<file path="src/rtl/bit_stream_serializer_pkg.sv">
// Shared types and constants for the bit stream serializer.
// Latency: n/a (declarations only).
// Backpressure: n/a.
package serializer_pkg;

    typedef enum logic {
        ST_IDLE  = 1'b0,
        ST_SHIFT = 1'b1
    } state_t;

    localparam int DEFAULT_WIDTH = 8;
    localparam int FRAME_CNT_W   = 16;

endpackage

</file>
<file path="src/rtl/bit_stream_serializer_if.sv">
// Parallel word handshake into the serializer (valid/ready).
// Latency: n/a (wiring only).
// Backpressure: sink deasserts in_ready; source holds in_data while stalled.
interface bit_stream_serializer_if
    import serializer_pkg::*;
#(
    parameter int WIDTH = DEFAULT_WIDTH
);

    logic [WIDTH-1:0] in_data;
    logic             in_valid;
    logic             in_ready;

    modport master (output in_data, output in_valid, input in_ready);
    modport slave  (input in_data, input in_valid, output in_ready);

endinterface

</file>
<file path="src/rtl/bit_stream_serializer_hold_reg.sv">
// One-entry holding register that parks the next word while the shifter is busy.
// Latency: written word is visible on hold the cycle after wr.
// Backpressure: hold_full tells the owner to stop accepting words.
module ser_hold_reg
    import serializer_pkg::*;
#(
    parameter int WIDTH = DEFAULT_WIDTH
) (
    input  logic             clk,
    input  logic             rst,
    input  logic             clr,
    input  logic             wr,
    input  logic             rd_clr,
    input  logic [WIDTH-1:0] wr_dat,
    output logic [WIDTH-1:0] hold,
    output logic             hold_full
);

    // Abort clears the entry; a write in the same cycle as a read keeps it full.
    always_ff @(posedge clk) begin
        if (!rst) begin
            hold      <= '0;
            hold_full <= 1'b0;
        end else if (clr) begin
            hold      <= '0;
            hold_full <= 1'b0;
        end else if (wr) begin
            hold      <= wr_dat;
            hold_full <= 1'b1;
        end else if (rd_clr) begin
            hold_full <= 1'b0;
        end
    end

endmodule

</file>
<file path="src/rtl/bit_stream_serializer.sv">
// Parallel-to-serial stage: WIDTH-bit words out one bit per clock, idle fill otherwise.
// Latency: first bit one cycle after the accepting edge; a word spans WIDTH cycles.
// Backpressure: in_ready drops while the hold slot is full, in reset, or during flush.
module bit_stream_serializer
    import serializer_pkg::*;
#(
    parameter int WIDTH     = DEFAULT_WIDTH,
    parameter bit MSB_FIRST = 1'b1,
    parameter bit IDLE_BIT  = 1'b0
) (
    input  logic                   clk,
    input  logic                   rst,
    bit_stream_serializer_if.slave in_if,
    input  logic                   flush,
    output logic                   ser_out,
    output logic                   ser_active,
    output logic                   frame_last,
    output logic [FRAME_CNT_W-1:0] frame_count
);

    localparam int             CNT_W    = (WIDTH > 1) ? $clog2(WIDTH) : 1;
    localparam logic [CNT_W-1:0] CNT_LAST = CNT_W'(WIDTH - 1);

    state_t                 state, state_nxt;
    logic [WIDTH-1:0]       sh, sh_nxt;
    logic [CNT_W-1:0]       cnt, cnt_nxt;
    logic [FRAME_CNT_W-1:0] frame_count_q;
    logic [WIDTH-1:0]       hold;
    logic                   hold_full;
    logic                   hold_wr;
    logic                   hold_rd;
    logic                   xfer;
    logic                   last_bit;
    logic                   load_pt;

    assign in_if.in_ready = rst && !hold_full && !flush;
    assign xfer           = in_if.in_valid && in_if.in_ready;
    assign last_bit       = (state == ST_SHIFT) && (cnt == CNT_LAST);
    // A new word may enter the shifter when idle or as the last bit leaves.
    assign load_pt        = (state == ST_IDLE) || last_bit;

    ser_hold_reg #(.WIDTH(WIDTH)) u_hold (
        .clk       (clk),
        .rst       (rst),
        .clr       (flush),
        .wr        (hold_wr),
        .rd_clr    (hold_rd),
        .wr_dat    (in_if.in_data),
        .hold      (hold),
        .hold_full (hold_full)
    );

    // State, shifter and bit index registers.
    always_ff @(posedge clk) begin
        if (!rst) begin
            state <= ST_IDLE;
            sh    <= '0;
            cnt   <= '0;
        end else begin
            state <= state_nxt;
            sh    <= sh_nxt;
            cnt   <= cnt_nxt;
        end
    end

    // Next-state: flush abort, word load (hold first), or shift advance.
    always_comb begin
        state_nxt = state;
        sh_nxt    = sh;
        cnt_nxt   = cnt;
        hold_wr   = 1'b0;
        hold_rd   = 1'b0;
        if (flush) begin
            state_nxt = ST_IDLE;
            sh_nxt    = '0;
            cnt_nxt   = '0;
        end else if (load_pt) begin
            cnt_nxt = '0;
            if (hold_full) begin
                sh_nxt    = hold;
                hold_rd   = 1'b1;
                hold_wr   = xfer;
                state_nxt = ST_SHIFT;
            end else if (xfer) begin
                sh_nxt    = in_if.in_data;
                state_nxt = ST_SHIFT;
            end else begin
                state_nxt = ST_IDLE;
            end
        end else begin
            sh_nxt  = MSB_FIRST ? (sh << 1) : (sh >> 1);
            cnt_nxt = cnt + CNT_W'(1);
            hold_wr = xfer;
        end
    end

    // Completed-word counter; an aborted last bit does not count.
    always_ff @(posedge clk) begin
        if (!rst) begin
            frame_count_q <= '0;
        end else if (last_bit && !flush) begin
            frame_count_q <= frame_count_q + FRAME_CNT_W'(1);
        end
    end

    assign ser_out     = (state == ST_SHIFT) ? (MSB_FIRST ? sh[WIDTH-1] : sh[0]) : IDLE_BIT;
    assign ser_active  = (state == ST_SHIFT);
    assign frame_last  = last_bit;
    assign frame_count = frame_count_q;

endmodule

</file>
<file path="src/flat_wrapper.sv">
// flat-port wrapper written by rule: the top's interface ports become plain ports
module bit_stream_serializer_flat import serializer_pkg::*;
#(
    parameter int WIDTH     = DEFAULT_WIDTH,
    parameter bit MSB_FIRST = 1'b1,
    parameter bit IDLE_BIT  = 1'b0
)
  (clk, rst, flush, ser_out, ser_active, frame_last, frame_count, in_if_in_data, in_if_in_valid, in_if_in_ready);
  bit_stream_serializer_if #(.WIDTH(WIDTH)) in_if_i ();
  input  logic clk;
  input  logic rst;
  input  logic flush;
  output logic ser_out;
  output logic ser_active;
  output logic frame_last;
  output logic [FRAME_CNT_W-1:0] frame_count;
  input wire logic [$bits(in_if_i.in_data)-1:0] in_if_in_data;
  input wire logic [$bits(in_if_i.in_valid)-1:0] in_if_in_valid;
  output wire logic [$bits(in_if_i.in_ready)-1:0] in_if_in_ready;
  assign in_if_i.in_data = in_if_in_data;
  assign in_if_i.in_valid = in_if_in_valid;
  assign in_if_in_ready = in_if_i.in_ready;
  bit_stream_serializer #(.WIDTH(WIDTH), .MSB_FIRST(MSB_FIRST), .IDLE_BIT(IDLE_BIT)) u_core (.clk(clk), .rst(rst), .in_if(in_if_i), .flush(flush), .ser_out(ser_out), .ser_active(ser_active), .frame_last(frame_last), .frame_count(frame_count));
endmodule
</file>
<file path="config.mk">
export PLATFORM = sky130hd
export DESIGN_NAME = bit_stream_serializer_flat
export DESIGN_NICKNAME = d
export VERILOG_FILES = /design/src/rtl/bit_stream_serializer_pkg.sv /design/src/rtl/bit_stream_serializer_if.sv /design/src/rtl/bit_stream_serializer_hold_reg.sv /design/src/rtl/bit_stream_serializer.sv /design/src/flat_wrapper.sv
export SDC_FILE = /design/constraint.sdc
export NUM_CORES = 1
export LEC_CHECK = 0
export CAP_MARGIN = 15
export CORE_MARGIN = 3
export CORE_UTILIZATION = 39
export CTS_CLUSTER_DIAMETER = 80
export DETAILED_ROUTE_END_ITERATION = 7
export GPL_TIMING_DRIVEN = 0
export PLACE_DENSITY = 0.7
export SKIP_LAST_GASP = 1
export SYNTH_ARGS = -nofsm -noshare
export SYNTH_HDL_FRONTEND = slang
export SYNTH_HIERARCHICAL = 1
export SYNTH_SLANG_ARGS = --single-unit
export TNS_END_PERCENT = 20
</file>
<file path="constraint.sdc">
create_clock -name clk -period 3.1 [get_ports clk]
set_clock_uncertainty 0.15 [all_clocks]
set_input_delay 0.465 -clock clk [delete_from_list [all_inputs] [get_ports clk]]
set_output_delay 0.465 -clock clk [all_outputs]
set_load 0.05 [all_outputs]
</file>
# After elaboration in Yosys (flattened, before gate mapping)
# Cells that the tools add are included.
# word_totals
regBits	37
input_bits	12
output_inout_bits	20
word_cells	41
# classes
add_sub_neg	2
eq_ne	2
muxes	14
bitwise_logic	3
reduce_logical	13
# ops
cell	count
8-bit 2-to-1 mux	3
16-bit by 1-bit adder with 16-bit output (second input constant)	1
1-bit 2-to-1 mux	11
3-bit OR reduction	2
1-bit logical AND	5
2-bit nonzero test	2
3-bit by 1-bit adder with 3-bit output (second input constant)	1
3-bit equality test (second input constant)	1
3-bit by 2-bit != test with 1-bit output (second input constant)	1
1-bit NOT	3
1-bit zero test	2
2-bit OR reduction	1
1-bit logical OR	1

# Logic depth before layout (Yosys ltp)
# depth
word_depth	8
ltp_mapped	9
mapped_depth_nobuf	6

# Hierarchy
# Netlist, hierarchy kept.
# modules_own_cells
mod	instances	cells_each	area_each_um2	seq_area_each_um2
bit_stream_serializer	1	158	1367.6	560.5
ser_hold_reg	1	31	331.6	180.2

# Worst setup path after synthesis
# OpenSTA, ideal clock, no wires.
# synth_timing
kind	register to register
from	register u_core.state, in the netlist u_core/ser_active
to	register u_core.u_hold.hold[0]
setup_ns	0.117
arrival_time_ns	1.930
required_time_ns	2.833
path_slack_ns	0.903
path_stages_with_launch	8
path_buffers	3
synth_period_minus_slack_ns	2.197
cell_sequence	dfxtp_1 > or2b_1 > clkbuf_1 > clkbuf_1 > nor4_1 > buf_6 > mux2i_1 > nor2_1
# synth_between
elab_chain_len	4
word_cells_on_any_way	5
classes_between	2 x mux; 1 x bitwise; 2 x reduce/logical
# synth_rtl
element	line_no	text
from (decl)	bit_stream_serializer.sv:24	state_t state, state_nxt;
from (signal assigned)	bit_stream_serializer.sv:60	state <= state_nxt;
1-bit logical AND / 1-bit NOT (equally long branches)	bit_stream_serializer.sv:38, bit_stream_serializer.sv:40	
1-bit logical OR *	bit_stream_serializer.sv:40	assign load_pt = (state == ST_IDLE) || last_bit;
1-bit 2-to-1 mux *	bit_stream_serializer.sv:77	end else if (load_pt) begin
1-bit 2-to-1 mux *	bit_stream_serializer.sv:73	if (flush) begin
via u_core.hold_wr	bit_stream_serializer.sv:30	logic hold_wr;
to (signal assigned)	bit_stream_serializer_hold_reg.sv:28	hold <= wr_dat;
to (decl)	bit_stream_serializer_hold_reg.sv:15	output logic [WIDTH-1:0] hold,
# The timed path passes the listed nets; every way through them passes the cells marked *.
# A chain may end at the register's enable or synchronous reset.

# Worst setup path after layout
# layout_timing
from	input flush
to	output in_if_in_ready
# layout_between
elab_chain_len	2
# layout_rtl
element	line_no	text
from (decl)	flat_wrapper.sv:12	input logic flush;
1-bit zero test	bit_stream_serializer.sv:36	assign in_if.in_ready = rst && !hold_full && !flush;
1-bit logical AND	bit_stream_serializer.sv:36	
to (decl)	flat_wrapper.sv:19	output wire logic [$bits(in_if_i.in_ready)-1:0] in_if_in_ready;
# Every way passes these cells.

==> flow_summary_export.csv <==
group,metric,value,unit
sta,setup_viol,0,
sta,final_max_slew_viol_count,0,
placed_design,gp_congestion,0.749,
sta,max_freq,336,MHz
floorplanning,coreArea,4120,sq um
critical_path,cp_max_fo,10,
critical_path,cp.depth,5,
clock_tree,cts-resized-gates,0,
sta,tns,0,ns
critical_path,r2r_start,"u_core/cnt[0]",
yosys,yosys_warnings,6,
cells_and_area,fin_util,53.3,%
power_and_ir_drop,power_leakage,0.769,nW
yosys,synth-async-reset-ratio,0,%
critical_path,cp_common_cell,"clkdlybuf4s50_1",
placed_design,dp_hpwl,2.56,mm
flow_run,drv_cap,0,
floorplanning,dieArea,5180,sq um
yosys,yosys-top-cells-area,"dfxtp_1 (44%), mux2i_1 (10%), nor2_1 (4.9%)",
sta,max_slew_margin,64.2,%
placed_design,place_inst,270,
detailed_routing,avgViaCountPerCell,5.21,
power_and_ir_drop,peakVddDrop,0.227,mV
floorplanning,die_h,72.0,um
clock_tree,post_cts_buffers,0,
grt,grt_max_degree,13,
critical_path,rr_worst_depth,9,
critical_path,r2r_end,"u_core/u_hold/hold[7]",
cells_and_area,n_antenna_cell,0,
grt,track_usage,14.5,%
cells_and_area,areaGrowthSynthToFinish,29.0,%
status,outcome,"complete, no violations",
power_and_ir_drop,power,0.971,mW
yosys,synth_top_area_share,43.6,%
clock_tree,clk_latency,0.29,ns
clock_tree,htreeDepth,2,
floorplanning,die_w,72.0,um
floorplanning,rows,23,
sta,layout_min_cycle_time,2.98,ns
yosys,synth_nets,204,
yosys,yosysTopAreaCell,"dfxtp_1",
detailed_routing,vias,1448,
grt,first_global_vias,1383,
critical_path,critPathKind,"input pin to output pin",
power_and_ir_drop,power_density,443,nW/um^2
critical_path,max_stage_delay,0.81,ns
yosys,avgSynthCellArea,8.99,sq um
clock_tree,cts_sinks,37,
yosys,yosysSeqAreaShare,43.6,%
detailed_routing,avgRoutedWirePerCell,12.6,um
critical_path,startpoint_type,"input pin",
floorplanning,ioPinCount,32,
placed_design,dp_slack,0.119,ns
grt,antenna_found_initial,0,
detailed_routing,drtAntennaViolNets,0,
sta,hold_viol_final,0,
cells_and_area,layout-drive-gt1-share,7.02,%
placed_design,place_area,2070,sq um
sta,rsz0062_at_grt,"no",
yosys,synth_edf_count,0,
hold_path,min_to,"u_core/cnt[0]",
yosys,dominantRegCellSynth,"dfxtp_1",
sta,fin_crit_sh,96.1,%
sta,worstMarginPinSlew,0.536,ns
clock_tree,cts_made_buffers,5,
critical_path,end_kind,"output pin",
sta,final.setup.worst_slack,0.122,ns
detailed_routing,drt-initial-drc-count,72,
floorplanning,start_util,41.3,%
yosys,yosys.cell_types.count,37,
clock_tree,clock-root-buffer,"clkbuf_8",
hold_path,holdPathStages,1,
cells_and_area,fin_cells,278,
sta,hold_slack,0.295,ns
clock_tree,ctsHoldBuffers,0,
clock_tree,clk_pin_slew,0.07,ns
critical_path,path_cells,"clkdlybuf4s50_1 -> nand2b_1 -> clkbuf_1 -> nor2_1 -> clkdlybuf4s50_1",
hold_path,worstHoldStart,"u_core/cnt[0]",
critical_path,cp.arrival,2.36,ns
critical_path,critical-path-slowest-cell,"clkdlybuf4s50_1",
critical_path,critPathBufInv,3,
detailed_routing,first_pass_iters,4,
grt,overflow,0,
clock_tree,max-clock-path-buffers,2,
detailed_routing,routed_wl,3.51,mm
critical_path,critical_path_required,2.48,ns
critical_path,cp_top_family,"buffers and inverters",
detailed_routing,drc_errors,0,
yosys,syn_inst,189,
yosys,ys_ff_latch,37,
cells_and_area,nNetsFinal,242,
critical_path,r2r_slack,0.66,ns
placed_design,io_buffers,31,
hold_path,hold_path_class,"flop to flop",
yosys,netlist_area,1700,sq um
cells_and_area,fin_area,2190,sq um
grt,grt_pass1_wl,5.91,mm
clock_tree,tritoncts,"built",
## routing by layer
layer  vias to the layer above  wire [um]  track usage (%)
met1                       675       1550             16.0
met4                         0         30             5.01
met3                         4        150             5.12
li1                        737          -                -
met5                         -          0                0
met2                        32       1770             25.6
## power breakdown
part | internal (mW) | switching (mW)
clock | 0.262 | 0.174
sequential | 0.478 | 0.00171
combinational | 0.0255 | 0.0302
total | 0.765 | 0.206
## worst reg2reg max path, cell delays in order (launching register included)
cell      delay, ns
dfxtp_1        0.32
ha_1           0.19
ha_1           0.24
or2b_1         0.23
clkbuf_1       0.17
clkbuf_1       0.25
nor4_1         0.28
buf_6          0.21
mux2i_1        0.23
nor2_1         0.05
## cells by family after synthesis
group / count (synthesis) / synth area share, %
AND/OR/NAND/NOR: 81 / 24.9
flip-flops: 37 / 43.6
AO/OA/AOI/OAI: 29 / 10.8
multiplexers: 17 / 10.0
buffers and inverters: 13 / 3.90
XOR/XNOR: 9 / 4.64
adder cells (fa/ha/maj): 3 / 2.21
## worst max-delay path by stage
stage | to | slack, ns | start
3_3_place_gp | in_if_in_ready | 0.11 | flush
6_report | in_if_in_ready | 0.12 | flush
2_1_floorplan | u_core/u_hold/hold[0] | 0.90 | u_core/ser_active
5_1_grt | in_if_in_ready | 0.01 | flush
4_1_cts | in_if_in_ready | 0.11 | flush
3_5_place_dp | in_if_in_ready | 0.12 | flush
## cell type report
class	instances	area [sq um]
fill	403	1920
multi-input combinational	139	892
sequential	37	741
timing repair buffer	31	310
clock buffer	6	82.6
tap	50	62.6
buffer	9	51.3
clock inverter	2	37.5
inverter	4	15.0
## cell usage in the layout, fill, tap and decap left out, types with 3 or more instances in the layout
| cell type | synthesis | final |
|---|---|---|
| clkbuf_1 | 5 | 5 |
| and3_1 | 4 | 4 |
| nor2_1 | 22 | 22 |
| or3_1 | 4 | 4 |
| inv_1 | 4 | 4 |
| nand3_1 | 4 | 4 |
| o21ai_0 | 4 | 4 |
| clkbuf_8 | 0 | 6 |
| nand4_1 | 5 | 5 |
| clkdlybuf4s50_1 | 0 | 31 |
| o211ai_1 | 7 | 7 |
| nor3_1 | 3 | 3 |
| mux2i_1 | 17 | 17 |
| ha_1 | 3 | 3 |
| dfxtp_1 | 37 | 37 |
| nand2_1 | 20 | 20 |
| nand2b_1 | 3 | 3 |
| a21oi_1 | 13 | 13 |
| xor2_1 | 7 | 7 |
## synthesized netlist by cell type (2+ instances only)
cell type	count
nor2_1	22
and2_1	2
and4_1	2
buf_6	2
ha_1	3
nand2b_1	3
dfxtp_1	37
nor2b_1	2
nand4_1	5
mux2i_1	17
nand2_1	20
and3_1	4
or3_1	4
nand3_1	4
o211ai_1	7
nor4_1	2
a21oi_1	13
inv_1	4
nor3_1	3
buf_2	2
xnor2_1	2
o21ai_0	4
xor2_1	7
clkbuf_1	5
## state kept, by name (all words and copies together), names as in the netlist
name	cells
u_core/u_hold/hold	8
u_core/cnt	3
u_core/sh	8
u_core/u_hold/hold_full	1
u_core/frame_count	16
u_core/ser_active	1
Power figures use the tool's default switching activity.
==> RTL edit: new RTL, same flow settings <==
`IDLE_BIT` is set to 1'b0 in 2 places; all go to 1'b1.
--- a/src/rtl/bit_stream_serializer.sv
+++ b/src/rtl/bit_stream_serializer.sv
@@ -6,7 +6,7 @@
 #(
     parameter int WIDTH     = DEFAULT_WIDTH,
     parameter bit MSB_FIRST = 1'b1,
-    parameter bit IDLE_BIT  = 1'b0
+    parameter bit IDLE_BIT  = 1'b1
 ) (
     input  logic                   clk,
     input  logic                   rst,
--- a/src/flat_wrapper.sv
+++ b/src/flat_wrapper.sv
@@ -3,7 +3,7 @@
 #(
     parameter int WIDTH     = DEFAULT_WIDTH,
     parameter bit MSB_FIRST = 1'b1,
-    parameter bit IDLE_BIT  = 1'b0
+    parameter bit IDLE_BIT  = 1'b1
 )
   (clk, rst, flush, ser_out, ser_active, frame_last, frame_count, in_if_in_data, in_if_in_valid, in_if_in_ready);
   bit_stream_serializer_if #(.WIDTH(WIDTH)) in_if_i ();
Check against the original RTL: not equivalent (a bounded check fails within 4 cycles, from zero or initial values and one cycle with rst low).
==> RTL edit against the unedited design <==
- sequential cell count unchanged
- cell count stayed put
- cell area fell by 1.7%
- worst setup slack hardly changed
- hold slack lost 11 ps
- critical path depth unchanged
- area after synthesis about the same
- total power shrank 12%
- non-clock buffer count did not move
- sequential share of layout area grew 0.57 points
- routed wire length shrank 2.9%
- largest power group unchanged
- highest routed layer unchanged
==> RTL edit: results (changes against the unedited design) <==
outcome finished, final reports clean; Max Fclk 335.8 MHz (about the same); Reg2Reg Setup Slack 710 ps (+50 ps); Via density 5.122 (-1.7%); Synth Area in Adders 2.208% (about the same); global-route wire length before repair 5975 um (+1.2%); vias in the first global route 1386 (+0.22%); Post-Synth XOR/XNOR Area 4.636% (about the same); clkbuf count 6 (unchanged); register area share after synthesis 43.56% (about the same); mux cell area share after synthesis 10.01% (about the same); Worst R2R End u_core/u_hold/hold[6]$_SDFFE_PP0P_; Seq Cell Count 37 (unchanged); # fillers 416 (+3.2%); VDD IR max 0.2434 mV (+7.3%); Slew headroom 64.41% (+0.23 points); Min Hold Slack 283.3 ps (-11.19 ps); pin count of the biggest net entering global routing 12 (-1); total wire length 3403 um (-2.9%); gpl congestion 0.7741 (+3.4%); Clk Latency, worst-skew pair 290 ps (about the same); Sw Pwr 0.1956 mW (-5.0%); Non-clock buffer share 16.77% (+0.28 points); ClkCell Share 3.831% (-1.6 points); Cell Area, Placed 2073 um2 (about the same); Compound-Gate Fraction of Synth Area 10.74% (about the same); multi-input combinational cell area 893.4 um2 (+0.14%); pre-CTS setup slack 106.7 ps (-12.19 ps); share of layout cells above drive strength 1 6.579% (-0.44 points); post-CTS setup buffers 0 (unchanged); top post-synthesis cells by area dfxtp_1, mux2i_1, nor2_1; Tot GR Track Use 14.45% (about the same); DP HPWL 2503 um (-2.2%); P_leak 0.7563 nW (-1.6%); DR iter-0 viols 41 (-43%); Syn Nets 204 (unchanged)
RTL edit: through the flow:
step / utilization (%) / std cells / total power [mW]
2_1_floorplan: - / 189 / 0.5210
3_3_place_gp: 50.38 / 270 / 0.5483
3_5_place_dp: 50.38 / 270 / 0.5489
4_1_cts: 52.39 / 278 / 0.8712
5_1_grt: 52.39 / 278 / 0.8920
6_report: 52.39 / 278 / 0.8553
RTL edit: power by group through the flow:
stage / clock network (mW) / logic (mW) / registers (mW)
detailed placement: 0 / 0.0582 / 0.491
global placement: 0 / 0.0577 / 0.491
global route: 0.348 / 0.0637 / 0.480
CTS: 0.333 / 0.0583 / 0.480
finish: 0.318 / 0.0574 / 0.480
floorplan: 0 / 0.0297 / 0.491
RTL edit: per-layer routing:
metal | global-route usage [%] | up-vias | wire, um
met1 | 16.97 | 646 | 1529
li1 | - | 740 | -
met2 | 23.78 | 34 | 1662
met5 | 0 | - | 0
met3 | 3.878 | 4 | 160
met4 | 8.142 | 0 | 50
